[src/rtl/xgmii_start_align.sv]
// rtl/xgmii_start_align.sv - moves each frame's /S/ into lane 0 with fixed two-cycle latency
module xgmii_start_align #(
  parameter int LANES = 8,
  parameter int ALIGN = 4,
  parameter int CNT_W = 32
) (
  input  logic                 xgmii_clk,
  input  logic                 sys_rst,
  input  logic [LANES-1:0]     in_rxc,
  input  logic [8*LANES-1:0]   in_rxd,
  output logic [LANES-1:0]     out_rxc,
  output logic [8*LANES-1:0]   out_rxd,
  output logic [CNT_W-1:0]     start_cnt,
  output logic [CNT_W-1:0]     realign_cnt,
  output logic [CNT_W-1:0]     err_cnt
);

  localparam int SW   = $clog2(LANES);
  localparam int EW   = $clog2(LANES + 1);
  localparam int SUMW = ((CNT_W > EW) ? CNT_W : EW) + 1;

  localparam logic [7:0]       IDLE    = 8'h07;
  localparam logic [7:0]       START   = 8'hFB;
  localparam logic [7:0]       ERR     = 8'hFE;
  localparam logic [CNT_W-1:0] CNT_MAX = '1;

  logic [SW-1:0]      shift_q;
  logic [LANES-1:0]   r_rxc;
  logic [8*LANES-1:0] r_rxd;
  logic [LANES-1:0]   fix_rxc;
  logic [8*LANES-1:0] fix_rxd;
  logic               start_found;
  logic [SW-1:0]      start_lane;
  logic [EW-1:0]      bad_num;
  logic [LANES-1:0]   mix_rxc;
  logic [8*LANES-1:0] mix_rxd;

  // Saturating add: the counter sticks at all-ones instead of wrapping.
  function automatic logic [CNT_W-1:0] sat_add(input logic [CNT_W-1:0] a, input logic [EW-1:0] b);
    logic [SUMW-1:0] s;
    s = SUMW'(a) + SUMW'(b);
    return (s > SUMW'(CNT_MAX)) ? CNT_MAX : CNT_W'(s);
  endfunction

  // Find the lowest aligned /S/ and turn every other /S/ into /E/.
  always_comb begin
    fix_rxc     = in_rxc;
    fix_rxd     = in_rxd;
    start_found = 1'b0;
    start_lane  = '0;
    bad_num     = '0;
    for (int i = 0; i < LANES; i++) begin
      if (in_rxc[i] && (in_rxd[8*i +: 8] == START)) begin
        if (((i % ALIGN) == 0) && !start_found) begin
          start_found = 1'b1;
          start_lane  = SW'(i);
        end else begin
          fix_rxd[8*i +: 8] = ERR;
          bad_num           = bad_num + EW'(1);
        end
      end
    end
  end

  // Build the output word from the stage register and the current word; when
  // the shift shrinks, current-word lanes from the new /S/ upward are idled
  // here because the next cycle emits them from the stage register.
  always_comb begin
    int src;
    int k;
    mix_rxc = '1;
    mix_rxd = {LANES{IDLE}};
    src     = 0;
    k       = 0;
    for (int j = 0; j < LANES; j++) begin
      src = j + int'(shift_q);
      if (src < LANES) begin
        mix_rxc[j]         = r_rxc[src];
        mix_rxd[8*j +: 8]  = r_rxd[8*src +: 8];
      end else begin
        k = src - LANES;
        if (start_found && (start_lane < shift_q) && (k >= int'(start_lane))) begin
          mix_rxc[j]        = 1'b1;
          mix_rxd[8*j +: 8] = IDLE;
        end else begin
          mix_rxc[j]        = fix_rxc[k];
          mix_rxd[8*j +: 8] = fix_rxd[8*k +: 8];
        end
      end
    end
  end

  // Datapath registers: stage word, output word and current shift.
  always_ff @(posedge xgmii_clk) begin
    if (sys_rst) begin
      out_rxc <= '1;
      out_rxd <= {LANES{IDLE}};
      r_rxc   <= '1;
      r_rxd   <= {LANES{IDLE}};
      shift_q <= '0;
    end else begin
      out_rxc <= mix_rxc;
      out_rxd <= mix_rxd;
      r_rxc   <= fix_rxc;
      r_rxd   <= fix_rxd;
      if (start_found) begin
        shift_q <= start_lane;
      end
    end
  end

  // Status counters.
  always_ff @(posedge xgmii_clk) begin
    if (sys_rst) begin
      start_cnt   <= '0;
      realign_cnt <= '0;
      err_cnt     <= '0;
    end else begin
      start_cnt   <= sat_add(start_cnt, EW'(start_found));
      realign_cnt <= sat_add(realign_cnt, EW'(start_found && (start_lane != shift_q)));
      err_cnt     <= sat_add(err_cnt, bad_num);
    end
  end

endmodule
[config.mk]
export PLATFORM = sky130hd
export DESIGN_NAME = xgmii_start_align
export DESIGN_NICKNAME = d
export VERILOG_FILES = /design/src/rtl/xgmii_start_align.sv
export SDC_FILE = /design/constraint.sdc
export NUM_CORES = 1
export LEC_CHECK = 0
export ABC_AREA = 0
export BUFFER_PORTS_ARGS = -buffer_cell sky130_fd_sc_hd__buf_4
export CAP_MARGIN = 20
export CORE_MARGIN = 4
export CORE_UTILIZATION = 30
export DETAILED_ROUTE_END_ITERATION = 10
export PLACE_DENSITY = 0.53
export SETUP_SLACK_MARGIN = 0.02
export SLEW_MARGIN = 15
export SYNTH_ARGS = -nofsm -noshare
export SYNTH_HDL_FRONTEND = slang
export SYNTH_SLANG_ARGS = --single-unit
[constraint.sdc]
create_clock -name xgmii_clk -period 6.2 [get_ports xgmii_clk]
set_clock_uncertainty 0.2 [all_clocks]
set_input_delay 0.62 -clock xgmii_clk [delete_from_list [all_inputs] [get_ports xgmii_clk]]
set_output_delay 0.62 -clock xgmii_clk [all_outputs]
set_load 0.01 [all_outputs]
Yosys cells after proc, flatten, opt, wreduce, memory -nomap -nowiden
Index checks and enable logic that the tools add are counted.

Input bits: 74. Word-level logic and storage cells: 213. Bits in registers: 243.

Reduce and logical (&&, ||, !) cells: 18. Equal/unequal tests: 9. $lt $le $gt $ge: 36. Muxes and demuxes: 102. Shift operators: 16. Add/subtract/negate cells: 24.

Operators by type and width (number): $shiftx 64x8->8 (15); $mux 8 (24); $gt 33x32->1 const B (3); $mux 32 (3); $add 32x1->33 (2); $eq 8x8->1 const B (8); $shiftx 64x7->8 (1); $lt 4x4->1 const B (14); $mux 1 (50); $bmux 1 s3 (16); $ge 5x4->1 (8); $lt 5x5->1 const B (8); $sub 4x4->5 const B (7); $add 32x4->33 (1); $mux 4 (7); $add 4x1->4 const B (6); $logic_and 1x1->1 (18); $add 3x3->4 const A (4); $add 2x3->4 const A (2); $lt 3x4->1 const B (2); $mux 3 (2); $sub 3x4->5 const B (1); $add 1x3->4 const A (1); $lt 3x3->1 (1); $ne 3x3->1 (1).

Depth between registers and ports, before layout
Gate-level depths: netlist of run 1.

Word-level depth: 19. Mapped depth: 28. Depth with buffers taken out: 27.

Worst setup path after synthesis of run 1
OpenSTA, ideal clock, no wires.

Kind: in2reg. Start point: input port in_rxd[15]. End point: register err_cnt[10]. Path slack: 0.233 ns. Library setup time: 0.132 ns. Arrival time: 5.635 ns. Cell stages on the path: 25. Cell sequence: nand4_1 nor4_1 inv_1 ha_1 buf_2 xnor2_4 xnor2_2 ha_1 nand4_1 or3_1 o211ai_1 a31o_2 or2_1 ha_1 mux2_2 fa_1 a21o_1 a21oi_1 nand2b_1 nor4_2 and3_1 nand3_1 buf_2 buf_2 a21oi_1.

Word-level cells in the longest chain between the ends: 19.

Ends and longest elaborated chain: start, declared (line 10) `input logic [8*LANES-1:0] in_rxd,`; $eq 8x8->1 * (line 53) `if (in_rxc[i] && (in_rxd[8*i +: 8] == START)) begin`; $logic_and 1x1->1 * (line 53); $mux 1 * (line 53); $add 4x1->4 (line 59) `bad_num = bad_num + EW'(1);`; $mux 4 * (line 53); $add 4x1->4 (line 59); $mux 4 * (line 53); $add 4x1->4 (line 59); (+3 left out); $mux 4 * (line 53); $add 4x1->4 (line 59); $mux 4 * (line 53); $add 4x1->4 (line 59); $mux 4 * (line 53); $add 32x4->33 * (line 41) `s = SUMW'(a) + SUMW'(b);`; $gt 33x32->1 (line 42) `return (s > SUMW'(CNT_MAX)) ? CNT_MAX : CNT_W'(s);`; $mux 32 * (line 42); end signal, assigned (line 121) `err_cnt <= sat_add(err_cnt, bad_num);`; end, declared (line 15) `output logic [CNT_W-1:0] err_cnt`.

Mark *: on every way between the ends. The rest lies on a longest branch, timed or not. A chain may end at the register's enable or synchronous reset.

Final worst setup path of run 1
Start point: input port in_rxd[18]. End point: register err_cnt[25].

Word-level cells in the longest chain between the ends: 17.

Ends and longest elaborated chain: $eq 8x8->1 * (line 53); $logic_and 1x1->1 * (line 53); $mux 4 * (line 53); $add 4x1->4 (line 59); $mux 4 * (line 53); $add 4x1->4 (line 59); $mux 4 (line 54) `if (((i % ALIGN) == 0) && !start_found) begin`; $mux 4 * (line 53); $add 4x1->4 (line 59); $mux 4 * (line 53); $add 4x1->4 (line 59); $mux 4 * (line 53); $add 4x1->4 (line 59); $mux 4 * (line 53); $add 32x4->33 * (line 41); $gt 33x32->1 (line 42); $mux 32 * (line 42).

Marks and branches as above.

==> run metrics, run 1 <==
Overall Global Routing Usage 0.146; Placer Congestion 0.820; startpoint types primary input; Die Area 34900 um2; worst-margin pin slew 1070 ps; port buffer count about 240; top cells by area, synth dfxtp_1 (50%), a21oi_1 (5.9%), nor2b_1 (5.2%); Largest stage delay, worst path 630 ps; worst-skew pair later-pin latency 530 ps; grt total ovfl 0; clk sink count between 200 and 250; Hold WS 82.7 ps; largest net degree at the start of global routing 96; worst path buffer plus inverter count 2; post-place setup slack -18.1 ps; layout cells sized above 1 0.277; Max Buffers Root-to-Sink 3; core footprint 31600 um2; RSZ-0062 raised after global routing no; Crit path required time 6460 ps; number of gates resized after cts 0; max-slew violations 0; Static Leak 5.34 nW; Syn-to-layout area delta 34.9%; Multi-input gate area approximately 4500 um2; Vias/cell 4.65; Synth area leader dfxtp_1; final worst setup slack 552 ps; endpoint type of the worst setup path flip-flop; Die Wd 187 um; Max-Cap Viols 0; Yosys top cell area share 0.503; Hold Crit Class in -> reg; die height 187 um; fmax 0.177 GHz; crit-path most repeated cell ha_1; Yosys reg bits 241; fin util 0.410; fin crit period ~5600 ps; Synth Warn # 0; diodes inserted 0; number of enable flip-flop cells after synthesis 0; Post-CTS Hold Fix Bufs 0; clock tree root driver cell clkbuf_16; post-place instance area 12000 um2; Seq. cell area about 4800 um2; 1st-pass router iterations 4; IO Pins 242; register area share after synthesis 0.503; most instantiated library cell after synthesis dfxtp_1; Hold Vio Cnt, Final 0; Fin Setup TNS 0 ps; Final setup viols 0; Mapped Nets ~1100; TritonCTS clock tree built; DR DRC count 0; R2R setup slack 2270 ps; Cell variety after synth 63; Initial Util 0.304; Cells after Synth just over 1000; PwrDens about 270 nW/um2; critical path's slowest cell or4_1; vias in the first global route 7768; remaining antenna violation count 0; Syn Area/Cell 9.45 um2; first-pass GRT wire length 42100 um; Final Cell Area 12900 um2; CTS buffer count 28; DR vias 7838; critical setup path kind in -> reg; drt total wl 26700 um; crit-path leading delay family simple AND/OR/NAND/NOR gates; biggest fanout along the worst timing path 23; crit share post-route 0.911; Post-CTS Setup Inserts 0; Filler cells 3145; outcome finished, final reports clean; Worst slew margin 0.290; Post-Synthesis Cell Area 9600 um2; ys flop type dfxtp_1; NumNets Final about 1400; Rows 65; commonest cells in the netlist dfxtp_1 (241), a21oi_1 (113), nor2b_1 (80), nor2_1 (75), nand2_1 (64); H-Tree Depth 1; FFs w/ async S/R, synth 0; initial antenna violation count 0; worst vdd ir 0.000172 V; CTS clk-pin slew, worst paths 60 ps; crit path DAT roughly 5900 ps; Post-DP HPWL 18900 um; Starting DRT DRC Count 432; drt wl/cell 15.8 um
logic make-up (layout without fill, tap and decap cells):
kind of cell               after synthesis  after routing  share of synthesized area
AOI/OAI and AO/OA                      182            182                      0.114
xor gates and xnor gates                89             89                     0.0848
adders and majority gates               17             17                     0.0229
buffers and inverters                   74            342                     0.0306
DFF                                    241            241                      0.503
muxes                                   22             22                     0.0231
and+or+nand+nor                        390            390                      0.221
cells in the final DEF (no fill, tap or decap), drive strengths merged, types with 15 or more instances in the layout:
cell type / n
nand2b: 15
inv: 21
xnor2: 38
dfxtp: 241
and3: 17
ha: 16
a211o: 17
or2: 22
clkbuf: 38
nor2: 75
nand3: 43
mux2i: 21
nor2b: 80
xor2: 51
a21oi: 113
buf: 273
nand2: 65
sequential cells by signal, summed over array words and instances (netlist names):
name and cells:
realign_cnt 32, r_rxc 8, out_rxd 64, start_cnt 32
r_rxd 64, err_cnt 32, out_rxc 8, shift_q 1
routing by layer:
layer	share of wire	global-route usage	vias up
met2	0.47	0.243	190
li1	-	-	3973
met5	0	0	-
met1	0.45	0.187	3634
met3	0.060	0.0394	41
met4	0.021	0.0373	0
cell type report:
| class | instances | share of cell area |
|---|---|---|
| timing repair buffer | 273 | 0.160 |
| tap | 402 | 0.0389 |
| multi-input combinational | 700 | 0.346 |
| clock buffer | 38 | 0.0602 |
| sequential | 241 | 0.373 |
| inverter | 19 | 0.00551 |
| clock inverter | 12 | 0.0166 |
worst paths after layout:
check / from / to / cells past startpoint
max reg2reg: shift_q[2] / realign_cnt[29] / 12
min reg2reg: r_rxd[13] / out_rxd[13] / 2
min: in_rxc[7] / r_rxc[7] / 2
max: in_rxd[18] / err_cnt[25] / 25
where the power goes:
| part | internal (mW) | switching (mW) |
|---|---|---|
| logic | 0.0887 | 0.0865 |
| clock network | 1.13 | 0.648 |
| registers | 1.59 | 0.0135 |
| total | 2.81 | 0.748 |
worst register-to-register path, stage by stage, from the launching register on:
cell	delay [ps]
dfxtp_4	340
ha_1	290
nor2b_1	240
ha_1	300
ha_1	280
nand3_1	170
nor4_1	350
buf_4	200
nand3_1	130
nor2_1	290
nand4_1	460
and4_1	390
a211oi_1	210
per-stage QoR:
| stage | power (mW) | cells |
|---|---|---|
| floorplan | 1.72 | 1015 |
| global placement | 1.82 | 1635 |
| detailed placement | 1.82 | 1635 |
| CTS | 3.62 | 1685 |
| global route | 3.71 | 1685 |
| finish | 3.56 | 1685 |
Power figures use the tool's default switching activity.
==> run 2, diff against run 1 <==
--- a/config.mk
+++ b/config.mk
@@ -13,3 +13,3 @@
 export DETAILED_ROUTE_END_ITERATION = 10
-export PLACE_DENSITY = 0.53
+export PLACE_DENSITY = 0.51
 export SETUP_SLACK_MARGIN = 0.02
==> constraint.sdc (replaced) <==
create_clock -name xgmii_clk -period 6.9 [get_ports xgmii_clk]
set_clock_uncertainty 0.2 [all_clocks]
set_input_delay 0 -clock xgmii_clk [delete_from_list [all_inputs] [get_ports xgmii_clk]]
set_output_delay 0 -clock xgmii_clk [all_outputs]
set_load 0.01 [all_outputs]
==> run 2 against run 1 <==
Combinational power grew 14%. Final area grew 5.3%. Non-clock buffer count grew 66. Routed wire length grew 3.0%. Critical path depth is the same. Via count grew 3.3%. Die area is the same. Register-to-register slack gained 610 ps. Sequential cell count is the same. Core utilization grew 2.2 points. Cell count grew 3.9%. Clock power shrank 14%. Highest routed layer unchanged.
==> run metrics, run 2 (same netlist as run 1, synthesis figures left out) <==
startpoint types primary input; clk sink count 241 (unchanged); layout cells sized above 1 0.252 (-0.0252); CTS clk-pin slew, worst paths 60 ps (about the same); first-pass GRT wire length 44300 um (+5.2%); worst r2r src shift_q[2]; Filler cells 3102 (-1.4%); Die Area 34900 um2 (unchanged); fmax 0.162 GHz; Largest stage delay, worst path 610 ps (-20 ps); CTS buffer count 27 (-3.6%); worst hold path startpoint in_rxd[17]; PwrDens 232 nW/um2 (-16%); fin crit period 6160 ps; Starting DRT DRC Count 344 (-20%); largest net degree at the start of global routing 142 (+48%); drt wl/cell 15.7 um (-0.80%); Hold WS 30.4 ps (-52.3 ps); crit share post-route 0.892; worst vdd ir 0.000157 V (-8.8%); Final setup viols 0 (unchanged); die height 187 um (unchanged); 1st-pass router iterations 4 (unchanged); Static Leak 5.60 nW (+4.7%); initial antenna violation count 0 (unchanged); core footprint 31600 um2 (unchanged); final worst setup slack 743 ps (+191 ps); R2R setup slack 2880 ps (+610 ps); CP Depth 25 (unchanged); worst path buffer plus inverter count 2 (unchanged); Worst slew margin 0.237 (-0.0529); Critical path origin in_rxd[18]; Overall Global Routing Usage 0.151 (+0.00568); Placer Congestion 0.776 (-5.4%); grt total ovfl 0 (unchanged); clock tree root driver cell clkbuf_16; worst-margin pin slew 1140 ps (+79.3 ps); crit-path most repeated cell ha_1; Syn-to-layout area delta 42.1%; critical setup path kind in -> reg; Max Buffers Root-to-Sink 3 (unchanged); r2r worst-path depth 12 (unchanged); Vias/cell 4.63 (-0.51%); remaining antenna violation count 0 (unchanged); RSZ-0062 raised after global routing no; NumNets Final 1419 (+4.8%); biggest fanout along the worst timing path 14 (-39%); post-place setup slack 471 ps (+489 ps); most frequent cells in the layout buf_4 (248), dfxtp_1 (240), a21oi_1 (113); vias in the first global route 8114 (+4.5%); max-slew violations 0 (unchanged); Post-DP HPWL 18500 um (-1.9%); most common cell after layout, fill and taps aside buf_4; worst-skew pair later-pin latency 540 ps (about the same); Post-CTS Setup Inserts 0 (unchanged); drt total wl 27500 um (+3.0%); post-place instance area 11800 um2 (-1.4%); diodes inserted 0 (unchanged); crit path DAT 6400 ps (+490 ps); outcome finished, final reports clean; Final Cell Area 13600 um2 (+5.3%); Max-Cap Viols 0 (unchanged); Die Wd 187 um (unchanged); Rows 65 (unchanged); Largest regs out_rxd (64), r_rxd (64); Hold Crit Class in -> reg; DR DRC count 0 (unchanged); filler-free cell count of the finished design 1750 (+3.9%); DR vias 8099 (+3.3%); CP endpoint err_cnt[29]; critical path's slowest cell or4_1; TritonCTS clock tree built; Crit path required time 7140 ps (+680 ps); Reg-to-Reg End realign_cnt[29]; Total Power Consumption 3.16 mW (-11%); crit-path leading delay family simple AND/OR/NAND/NOR gates; Fin Setup TNS 0 ps (unchanged); dpl cells 1612 (-1.4%); endpoint type of the worst setup path flip-flop; Initial Util 0.304 (unchanged); IO Pins 242 (unchanged); port buffer count 241 (unchanged); Hold Vio Cnt, Final 0 (unchanged); H-Tree Depth 1 (unchanged); fin util 0.432 (+0.0217)
[run 2: changes by cell type in the layout (fill, tap and decap cells not counted)]
| cell | previous run | this run |
|---|---|---|
| buf_12 | 1 | 2 |
| nand3_1 | 43 | 42 |
| bufinv_16 | 6 | 3 |
| clkinv_2 | 4 | 8 |
| buf_4 | 271 | 248 |
| inv_4 | 1 | 0 |
| clkbuf_8 | 2 | 7 |
| nand3_2 | 0 | 1 |
| clkinvlp_4 | 0 | 1 |
| clkbuf_16 | 29 | 28 |
| clkbuf_1 | 7 | 1 |
| dlygate4sd3_1 | 0 | 88 |
[run 2: cell type report]
cell class / instances / area [um2] / area share
Multi-Input combinational cell: 700 / 4490 / 0.329
Tap cell: 402 / 503 / 0.0369
Sequential cell: 241 / 4830 / 0.354
Timing Repair Buffer: 339 / 2790 / 0.205
Clock inverter: 13 / 146 / 0.0107
Clock buffer: 36 / 801 / 0.0587
Inverter: 19 / 71.3 / 0.00523
[run 2: worst min-delay path by stage]
stage / endpoint / slack [ps] / depth (start not counted)
6_report: r_rxd[17] / 30 / 3
3_3_place_gp: r_rxc[5] / -0.6 / 2
5_1_grt: r_rxd[12] / 20 / 3
4_1_cts: r_rxd[44] / 0.8 / 3
3_5_place_dp: r_rxd[49] / 3 / 2
2_1_floorplan: r_rxd[10] / -100 / 1
[run 2: metal layers]
metal  share of wire  global-route usage
met1            0.45               0.198
met2            0.47               0.255
met3           0.060              0.0390
met4           0.015              0.0284
met5               0                   0
[run 2: where the power goes]
part           internal [mW]  switching [mW]
Sequential              1.43          0.0126
Combinational          0.111          0.0874
Clock                  0.924           0.593
Total                   2.47           0.693
[run 2: worst min-delay path, cell delays in order]
cell and delay [ps]:
dlygate4sd3_1 530, buf_4 120, or2_2 100
[run 2: what timing repair did]
action / 4_1_cts / 5_1_grt
endpoints found under the hold margin: 199 / 0
endpoints found under the setup margin: 0 / 18
resized for setup: 0 / 1
hold buffers: 88 / 0
